### src/rtl/leak_pkg.sv
`default_nettype none
// +--------------------------------------------------------------------------+
// | Package     : leak_pkg                                                   |
// | Description : Shared types and constants for the leak PWM encoder.       |
// |               FSM state encoding and the preamble length multiplier.     |
// | Revision    : 1.0 - initial release                                      |
// +--------------------------------------------------------------------------+
package leak_pkg;

    // The preamble lasts PRE_UNITS width units. The widest symbol pulse is
    // 4 units, so a 5-unit pulse can never be confused with a symbol.
    localparam int PRE_UNITS = 5;

    typedef enum logic [1:0] {
        IDLE  = 2'd0,
        PRE   = 2'd1,
        SPACE = 2'd2,
        MARK  = 2'd3
    } leak_state_t;

endpackage : leak_pkg
`default_nettype wire

### src/rtl/leak_sym_fifo.sv
`default_nettype none
// +--------------------------------------------------------------------------+
// | Module      : leak_sym_fifo                                              |
// | Description : Synchronous 2-bit symbol FIFO, first-word-fall-through.    |
// |               dout is valid whenever empty is low.                       |
// | Ports       : clk, rst_all_n (async, active low)                         |
// |               push/din  - write request and data                         |
// |               pop/dout  - read request and head-of-queue data            |
// |               full, empty, count - occupancy status                      |
// | Revision    : 1.0 - initial release                                      |
// +--------------------------------------------------------------------------+
module leak_sym_fifo
    import leak_pkg::*;
#(
    parameter int DEPTH = 32
) (
    input  logic                         clk,
    input  logic                         rst_all_n,
    input  logic                         push,
    input  logic [1:0]                   din,
    input  logic                         pop,
    output logic [1:0]                   dout,
    output logic                         full,
    output logic                         empty,
    output logic [$clog2(DEPTH+1)-1:0]   count
);

    localparam int c_PTR_W = $clog2(DEPTH);
    localparam int c_CNT_W = $clog2(DEPTH + 1);

    logic [1:0]          r_mem [DEPTH];
    logic [c_PTR_W-1:0]  r_wr_ptr;
    logic [c_PTR_W-1:0]  r_rd_ptr;
    logic [c_CNT_W-1:0]  r_count;
    logic                w_do_push;
    logic                w_do_pop;

    // Pointers wrap modulo DEPTH explicitly so non-power-of-two depths work.
    function automatic logic [c_PTR_W-1:0] ptr_inc(input logic [c_PTR_W-1:0] p);
        return (p == c_PTR_W'(DEPTH - 1)) ? '0 : p + c_PTR_W'(1);
    endfunction

    assign empty = (r_count == '0);
    assign full  = (r_count == c_CNT_W'(DEPTH));
    assign dout  = r_mem[r_rd_ptr];
    assign count = r_count;

    // A pop in the same cycle frees the slot, so a push while full still lands.
    assign w_do_pop  = pop && !empty;
    assign w_do_push = push && (!full || w_do_pop);

    always_ff @(posedge clk or negedge rst_all_n) begin
        if (!rst_all_n) begin
            r_wr_ptr <= '0;
            r_rd_ptr <= '0;
            r_count  <= '0;
        end else begin
            if (w_do_push) begin
                r_wr_ptr <= ptr_inc(r_wr_ptr);
            end
            if (w_do_pop) begin
                r_rd_ptr <= ptr_inc(r_rd_ptr);
            end
            if (w_do_push && !w_do_pop) begin
                r_count <= r_count + c_CNT_W'(1);
            end else if (!w_do_push && w_do_pop) begin
                r_count <= r_count - c_CNT_W'(1);
            end
        end
    end

    // Storage needs no reset: contents are only observed through valid pointers.
    always_ff @(posedge clk) begin
        if (w_do_push) begin
            r_mem[r_wr_ptr] <= din;
        end
    end

endmodule : leak_sym_fifo
`default_nettype wire

### src/rtl/leak_pwm_encoder.sv
`default_nettype none
// +--------------------------------------------------------------------------+
// | Module      : leak_pwm_encoder                                           |
// | Description : Buffers the 2-bit leak symbol stream and serialises it on  |
// |               one pin as pulse-width-coded frames. Each burst starts     |
// |               with a 5-unit preamble; each symbol s is a high pulse of   |
// |               (s+1)*UNIT cycles followed by GAP low cycles.              |
// | Ports       : clk, rst_all_n (async, active low)                         |
// |               enable/sym - symbol input, valid when enable is high       |
// |               out        - registered PWM leak line                      |
// |               busy       - FSM active or symbols pending                 |
// |               overflow   - sticky, a symbol was dropped on a full FIFO   |
// | Revision    : 1.0 - initial release                                      |
// +--------------------------------------------------------------------------+
module leak_pwm_encoder
    import leak_pkg::*;
#(
    parameter int DEPTH = 32,
    parameter int UNIT  = 4,
    parameter int GAP   = 2
) (
    input  logic       clk,
    input  logic       rst_all_n,
    input  logic       enable,
    input  logic [1:0] sym,
    output logic       out,
    output logic       busy,
    output logic       overflow
);

    // The counter only needs to hold the longest interval, the preamble.
    // GAP is assumed not to exceed 5*UNIT.
    localparam int c_CNT_W   = $clog2(PRE_UNITS * UNIT + 1);
    localparam int c_FCNT_W  = $clog2(DEPTH + 1);
    localparam logic [c_CNT_W-1:0] c_PRE_LEN = c_CNT_W'(PRE_UNITS * UNIT);
    localparam logic [c_CNT_W-1:0] c_GAP_LEN = c_CNT_W'(GAP);
    localparam logic [c_CNT_W-1:0] c_UNIT    = c_CNT_W'(UNIT);
    localparam logic [c_CNT_W-1:0] c_ONE     = c_CNT_W'(1);

    leak_state_t          r_state;
    leak_state_t          w_state_next;
    logic [c_CNT_W-1:0]   r_cnt;
    logic [c_CNT_W-1:0]   w_cnt_next;
    logic [c_CNT_W-1:0]   w_mark_len;
    logic                 r_out;
    logic                 w_out_next;
    logic                 r_overflow;
    logic                 w_pop;
    logic                 w_last;
    logic [1:0]           w_head;
    logic                 w_full;
    logic                 w_empty;
    logic [c_FCNT_W-1:0]  w_count;

    leak_sym_fifo #(
        .DEPTH (DEPTH)
    ) u_fifo (
        .clk       (clk),
        .rst_all_n (rst_all_n),
        .push      (enable),
        .din       (sym),
        .pop       (w_pop),
        .dout      (w_head),
        .full      (w_full),
        .empty     (w_empty),
        .count     (w_count)
    );

    assign w_last = (r_cnt == c_ONE);

    // The head symbol is consumed exactly when SPACE ends with data waiting.
    assign w_pop = (r_state == SPACE) && w_last && !w_empty;

    // Zero-extend before the add so s=3 yields 4 units, not a 2-bit wrap to 0.
    assign w_mark_len = (c_CNT_W'(w_head) + c_ONE) * c_UNIT;

    // ---------------- state register ----------------
    always_ff @(posedge clk or negedge rst_all_n) begin
        if (!rst_all_n) begin
            r_state    <= IDLE;
            r_cnt      <= '0;
            r_out      <= 1'b0;
            r_overflow <= 1'b0;
        end else begin
            r_state    <= w_state_next;
            r_cnt      <= w_cnt_next;
            r_out      <= w_out_next;
            r_overflow <= r_overflow | (enable & w_full & ~w_pop);
        end
    end

    // ---------------- next-state logic ----------------
    always_comb begin
        w_state_next = r_state;
        w_cnt_next   = r_cnt;
        case (r_state)
            IDLE: begin
                if (!w_empty) begin
                    w_state_next = PRE;
                    w_cnt_next   = c_PRE_LEN;
                end
            end
            PRE: begin
                if (w_last) begin
                    w_state_next = SPACE;
                    w_cnt_next   = c_GAP_LEN;
                end else begin
                    w_cnt_next   = r_cnt - c_ONE;
                end
            end
            SPACE: begin
                if (w_last) begin
                    if (!w_empty) begin
                        w_state_next = MARK;
                        w_cnt_next   = w_mark_len;
                    end else begin
                        w_state_next = IDLE;
                        w_cnt_next   = '0;
                    end
                end else begin
                    w_cnt_next   = r_cnt - c_ONE;
                end
            end
            MARK: begin
                if (w_last) begin
                    w_state_next = SPACE;
                    w_cnt_next   = c_GAP_LEN;
                end else begin
                    w_cnt_next   = r_cnt - c_ONE;
                end
            end
            default: begin
                w_state_next = IDLE;
                w_cnt_next   = '0;
            end
        endcase
    end

    // ---------------- output logic ----------------
    // out is registered from the next state so the pin is high exactly in
    // the cycles the FSM sits in PRE or MARK.
    always_comb begin
        w_out_next = (w_state_next == PRE) || (w_state_next == MARK);
        busy       = (r_state != IDLE) || (w_count != '0);
    end

    assign out      = r_out;
    assign overflow = r_overflow;

endmodule : leak_pwm_encoder
`default_nettype wire
### config.mk
export PLATFORM = sky130hd
export DESIGN_NAME = leak_pwm_encoder
export DESIGN_NICKNAME = d
export VERILOG_FILES = /design/src/rtl/leak_pkg.sv /design/src/rtl/leak_sym_fifo.sv /design/src/rtl/leak_pwm_encoder.sv
export SDC_FILE = /design/constraint.sdc
export NUM_CORES = 1
export LEC_CHECK = 0
export ABC_AREA = 1
export BUFFER_PORTS_ARGS = -buffer_cell sky130_fd_sc_hd__buf_4
export CELL_PAD_IN_SITES_DETAIL_PLACEMENT = 1
export CELL_PAD_IN_SITES_GLOBAL_PLACEMENT = 2
export CORE_MARGIN = 2
export CORE_UTILIZATION = 35
export CTS_CLUSTER_SIZE = 30
export DETAILED_ROUTE_END_ITERATION = 8
export GPL_TIMING_DRIVEN = 1
export PLACE_DENSITY = 0.82
export SETUP_SLACK_MARGIN = 0.4
export SYNTH_ARGS = -nofsm -noshare
export SYNTH_HDL_FRONTEND = slang
export SYNTH_HIERARCHICAL = 1
export SYNTH_SLANG_ARGS = --single-unit
### constraint.sdc
create_clock -name clk -period 3.2 [get_ports clk]
set_clock_uncertainty 0.15 [all_clocks]
set_input_delay 0.32 -clock clk [delete_from_list [all_inputs] [get_ports clk]]
set_output_delay 0.32 -clock clk [all_outputs]
set_load 0.02 [all_outputs]
== Yosys cells after proc, flatten, opt, wreduce, memory -nomap -nowiden ==
Memory sizes are Yosys's and may differ from the RTL's.
Cells that the tools add are included.
Widths: inputs -> output; s select.

* Bits in registers: 25
* Memory bits (writable): 64
* Input bits: 5
* Output and inout bits: 3
* Word-level logic and storage cells: 63
* Memories: 1

* $add $sub $neg: 6
* Equal/unequal tests: 10
* Multiplexer cells: 16
* Bitwise gates (word level): 4
* Reduce and logical (&&, ||, !) cells: 19

{| class="wikitable"
|+ Memories
! name !! depth !! bits a word !! rd ports !! clocked after Yosys merged registers in !! wr ports !! line !! text
|-
| u_fifo.r_mem || 32 || 2 || 1 || 0 || 1 || leak_sym_fifo.sv:31 || <nowiki>logic [1:0] r_mem [DEPTH];</nowiki>
|}

{| class="wikitable"
|+ Operators with widths
! operator !! number
|-
| $mux 5 || 6
|-
| $pmux 5 s3 || 1
|-
| $mux 6 || 2
|-
| $add 5x1->5 const B || 2
|-
| $eq 5x5->1 const B || 2
|-
| $mux 2 || 4
|-
| $add 6x1->6 const B || 1
|-
| $eq 2x2->1 const B || 3
|-
| $eq 6x6->1 const B || 1
|-
| $logic_and 1x1->1 || 6
|-
| $logic_not 6->1 || 1
|-
| $pmux 2 s3 || 1
|-
| $reduce_bool 6->1 || 1
|-
| $sub 6x1->6 const B || 1
|-
| $eq 5x1->1 const B || 1
|-
| $sub 5x1->5 const B || 1
|-
| $eq 2x1->1 const B || 2
|-
| $logic_not 1->1 || 4
|-
| $reduce_bool 2->1 || 2
|-
| $add 2x1->3 const B || 1
|-
| $logic_or 1x1->1 || 3
|-
| $and 1x1->1 || 2
|-
| $logic_not 2->1 || 1
|-
| $mux 1 || 2
|-
| other kinds (4) || 4
|}

== Longest topological paths before layout ==
* Word-level depth: 10
* Depth in mapped cells: 23

== Modules after synthesis ==
The synthesis kept the hierarchy.

{| class="wikitable"
|+ By module, submodules not included
! module !! times used !! cells an instance !! area each (um2) !! seq. area each (um2)
|-
| leak_sym_fifo || 1 || 430 || 4030.1 || 2322.2
|-
| leak_pwm_encoder || 1 || 79 || 569.3 || 225.2
|}

== Least setup slack after synthesis ==
Ideal clock, no wire load.

* Path type: register -> register
* Start point: register u_fifo.r_count[4], in the netlist u_fifo/count[4]
* End point: register u_fifo.r_count[3], in the netlist u_fifo/count[3]
* Library setup time: 0.117 ns
* Arrival time: 2.443 ns
* Data required time: 2.933 ns
* Path slack: 0.489 ns
* Cell stages (with the launch flop): 21
* Path buffers: 0
* Clock period less this slack: 2.711 ns
* Path through: dfrtp_1 > nor3_2 > nand3_1 > inv_1 > nor2_2 > inv_2 > nor2_2 > nand2_2 > inv_1 > inv_1 > nand2_2 > nand2_4 > inv_1 > ha_1 > inv_1 > ha_1 > nand3_1 > nand3_1 > or2_2 > nand3_1 > nand2_1

* Longest elaborated chain between the ends: 9

{| class="wikitable"
|+ RTL lines
! what !! line !! text
|-
| from (decl) || leak_sym_fifo.sv:34 || <nowiki>logic [c_CNT_W-1:0] r_count;</nowiki>
|-
| from (signal assigned) || leak_sym_fifo.sv:65 || <nowiki>r_count <= r_count + c_CNT_W'(1);</nowiki>
|-
| from (signal assigned) || leak_sym_fifo.sv:67 || <nowiki>r_count <= r_count - c_CNT_W'(1);</nowiki>
|-
| $logic_not 6->1 (*) || leak_sym_fifo.sv:43 || <nowiki>assign empty = (r_count == '0);</nowiki>
|-
| via w_empty || leak_pwm_encoder.sv:52 || <nowiki>logic w_empty;</nowiki>
|-
| $logic_not 1->1 (*) || leak_pwm_encoder.sv:72 || <nowiki>assign w_pop = (r_state == SPACE) && w_last && !w_empty;</nowiki>
|-
| $logic_and 1x1->1 (*) || leak_pwm_encoder.sv:72 ||
|-
| via w_pop || leak_pwm_encoder.sv:48 || <nowiki>logic w_pop;</nowiki>
|-
| $logic_and 1x1->1 (*) || leak_sym_fifo.sv:49 || <nowiki>assign w_do_pop = pop && !empty;</nowiki>
|-
| $logic_or 1x1->1 (*) || leak_sym_fifo.sv:50 || <nowiki>assign w_do_push = push && (!full || w_do_pop);</nowiki>
|-
| $logic_and 1x1->1 (*) || leak_sym_fifo.sv:50 ||
|-
| via u_fifo.w_do_push || leak_sym_fifo.sv:35 || <nowiki>logic w_do_push;</nowiki>
|-
| $logic_not 1->1 || leak_sym_fifo.sv:66 || <nowiki>end else if (!w_do_push && w_do_pop) begin</nowiki>
|-
| $logic_and 1x1->1 || leak_sym_fifo.sv:66 ||
|-
| $reduce_bool 2->1 (no line) || - ||
|}

Mark *: on every way through the listed nets, which the timed path passes. The rest lies on a longest branch.
A chain may end at the register's enable or synchronous reset.

== Final worst setup path ==
* Start point: register r_cnt[1]
* End point: register u_fifo.r_count[3], in the netlist u_fifo/count[3]

* Longest elaborated chain between the ends: 9

{| class="wikitable"
|+ RTL lines
! what !! line !! text
|-
| from (decl) || leak_pwm_encoder.sv:42 || <nowiki>logic [c_CNT_W-1:0] r_cnt;</nowiki>
|-
| from (signal assigned) || leak_pwm_encoder.sv:86 || <nowiki>r_cnt <= w_cnt_next;</nowiki>
|-
| $eq 5x1->1 (*) || leak_pwm_encoder.sv:69 || <nowiki>assign w_last = (r_cnt == c_ONE);</nowiki>
|-
| $logic_and 1x1->1 (*) (2 in a row) || leak_pwm_encoder.sv:72 ||
|-
| via w_pop || leak_pwm_encoder.sv:48 ||
|-
| $logic_and 1x1->1 (*) || leak_sym_fifo.sv:49 ||
|-
| $logic_or 1x1->1 (*) || leak_sym_fifo.sv:50 ||
|-
| $logic_and 1x1->1 (*) || leak_sym_fifo.sv:50 ||
|-
| via u_fifo.w_do_push || leak_sym_fifo.sv:35 ||
|-
| $logic_not 1->1 || leak_sym_fifo.sv:66 ||
|-
| $logic_and 1x1->1 || leak_sym_fifo.sv:66 ||
|-
| $reduce_bool 2->1 (no line) || - ||
|}

Marked as above.

==> metrics <==
syn_area_per_cell 9.04 sq um; clock transition at the registers of the reported paths 70 ps; wire per inst 16.3 um; CP Data Arrival Time 2790 ps; nets 553; M2 GR Usage 28.8%; Clk pwr share 23.8%; DRC Markers 0; num rows 41; fin util 41.2%; Final ANT Viol Nets 0; total power 0.00418 W; register area share after synthesis 55.4%; clock sinks 89; Pre-antenna DRT Iters 4; DR iter-0 viols 215; post-synth top area share 41.8%; dpl cells 675; distinct cell type count after synthesis 30; WP data required 3280 ps; detailed placement HPWL 7570 um; area grow syn2layout 14.1%; WHS Path Cells 3; Root Driver clkbuf_16; largest net degree at the start of global routing 42; non-filler cells, final 708; synthesized instance count 509; vias in the first global route 3635; layout cells sized above 1 14.7%; number of antenna diodes 0; Period minus WS final 2710 ps; Final Hold Viols 0; synth top area cells edfxtp_1 42%, dfrtp_1 14%, nand2_1 11%; Max H-tree Level 3; Critical Path End Type flip-flop; Critical Path Start Type flip-flop; critical path class reg -> reg; Min Hold Slack 108 ps; Comb pwr share 38.4%; grt ovf 0; status finished, final reports clean; Synthesized Nets 531; #FFs+latches synth 89; Final Cycle Share 84.6%; Synth Flop Type edfxtp_1; Post-synth ARST share 28.1%; met1 Use GR 21.7%; DR vias 3440; Max VDD drop 0.000261 V; RSZ-0062 raised after global routing true; mapped cell area 0.00460 sq mm; leading area contributor after synthesis edfxtp_1; fmax 369 MHz; R2R depth 20; die width 119 um; latest clock arrival within the worst-skew pair 340 ps; LEAKAGE 2.21 nW; # setup viols final 0; die height 119 um; max-cap viol count 0; worst hold path type in -> reg; initial antenna violation count 0; CP Max Fanout 5; Via density 4.86; Pwr Density 798 mW/mm^2; net load switching power 0.00167 W; Max-slew headroom 60.1%; first-pass GRT wire length 18500 um; Final Max Slew Viols 0; M3 GR Usage 3.09%; I/O pin count 8; RePlAce Congestion 0.793; CTS tree built; port bufs 7; Internal Power 0.00251 W; slew at the pin with the worst max-slew slack 597 ps; switching part of the total 40.0%; Die ar. 0.0141 sq mm; core region area 0.0127 sq mm; Initial Util 36.2%; Post-synth EDFFs 64; GRT busiest layer met2; Yosys warning count 6; TNS Setup 0 ps; total wire length 11500 um; number of CTS-inserted buffers 9; total track usage 17.0%; Max Buffers Root-to-Sink 2; power share of the sequential group 37.8%
timing repair:
item | CTS | global route
hold buffers | 1 | 0
endpoints found under the hold margin | 25 | 0
pin swaps | 3 | 6
endpoints found under the setup margin | 3 | 4
gates resized for setup | 5 | 13
buffers inserted | 6 | 10
layer usage:
layer | up-vias | wire [um]
met5 | - | 0
met4 | 0 | 174
met2 | 29 | 5810
met1 | 1701 | 5260
li1 | 1700 | -
met3 | 10 | 267
synth_stat cells (all sizes together), types with 2 or more instances:
cell type	count
ha	16
nor2	27
nand3	61
clkinv	4
o211ai	2
xor2	4
inv	73
xnor2	2
dfrtp	25
nor3	35
buf	17
nand2	148
a21oi	12
o21ai	13
edfxtp	64
area by class of cell:
class / count / area (sq um)
clock buffers: 9 / 225
clock inverters: 7 / 53.8
fillers: 1519 / 7480
inverters: 77 / 297
multi-input cells: 325 / 1690
flip-flops and latches: 89 / 2550
well taps: 172 / 215
repair buffers: 29 / 220
cell families after synthesis:
kind of cell    share of synthesized area [%]
buf+inv                                  9.03
compound gates                           3.62
flops                                    55.4
fa+ha+maj                                4.79
xor+xnor                                 1.14
simple gates                             26.0
flip-flops by register name, indices dropped and copies added (netlist names):
signal,count
out,1
overflow,1
r_cnt,5
r_state,2
u_fifo/count,6
u_fifo/r_mem,64
u_fifo/r_rd_ptr,5
u_fifo/r_wr_ptr,5
metrics by stage:
step / cell area, sq um / setup WS, ps
after floorplan: 4600 / 489
after global placement: 4780 / 330
after detailed placement: 4780 / 218
after CTS: 5120 / 385
after global routing: 5250 / 313
final: 5250 / 493
worst max-delay path, stage by stage, from the launching register on:
cell and delay, ps:
dfrtp_1 390, inv_2 70, ha_2 170, inv_1 50, nor2_2 110, nand2_2 80, nor2_2 120, nand2_2 80
inv_2 60, inv_1 40, nand2_2 70, nand2_4 50, inv_4 60, ha_4 170, inv_6 50, ha_1 280
nand3_1 90, nand3_2 100, or2_2 290, nand3_1 70, nand2_1 50
cell usage in the layout (no fill, tap or decap), types with 12 or more instances in the layout:
master and count:
nand3_1 58, dfrtp_1 25, nor3_1 34, nand2_1 140
a21oi_1 12, nor2_1 20, edfxtp_1 64, ha_1 13
buf_4 28, inv_1 64
power by group through the flow:
stage          combinational [W]  clock (W)  sequential [W]
2_1_floorplan            0.00108          0         0.00156
4_1_cts                  0.00152    0.00102         0.00158
6_report                 0.00161   0.000994         0.00158
5_1_grt                  0.00181    0.00106         0.00161
3_3_place_gp             0.00137          0         0.00161
3_5_place_dp             0.00142          0         0.00163
final timing paths:
check                      startpoint               to  slack, ps
setup / recovery             r_cnt[1]  u_fifo/count[3]        490
hold / removal                 enable         overflow        110
setup reg to reg             r_cnt[1]  u_fifo/count[3]        490
hold reg to reg              overflow         overflow        330
max in group asynchronous   rst_all_n  u_fifo/count[1]       2360
min in group asynchronous   rst_all_n         overflow        280
Note: power is estimated with default switching activity, not from simulation.
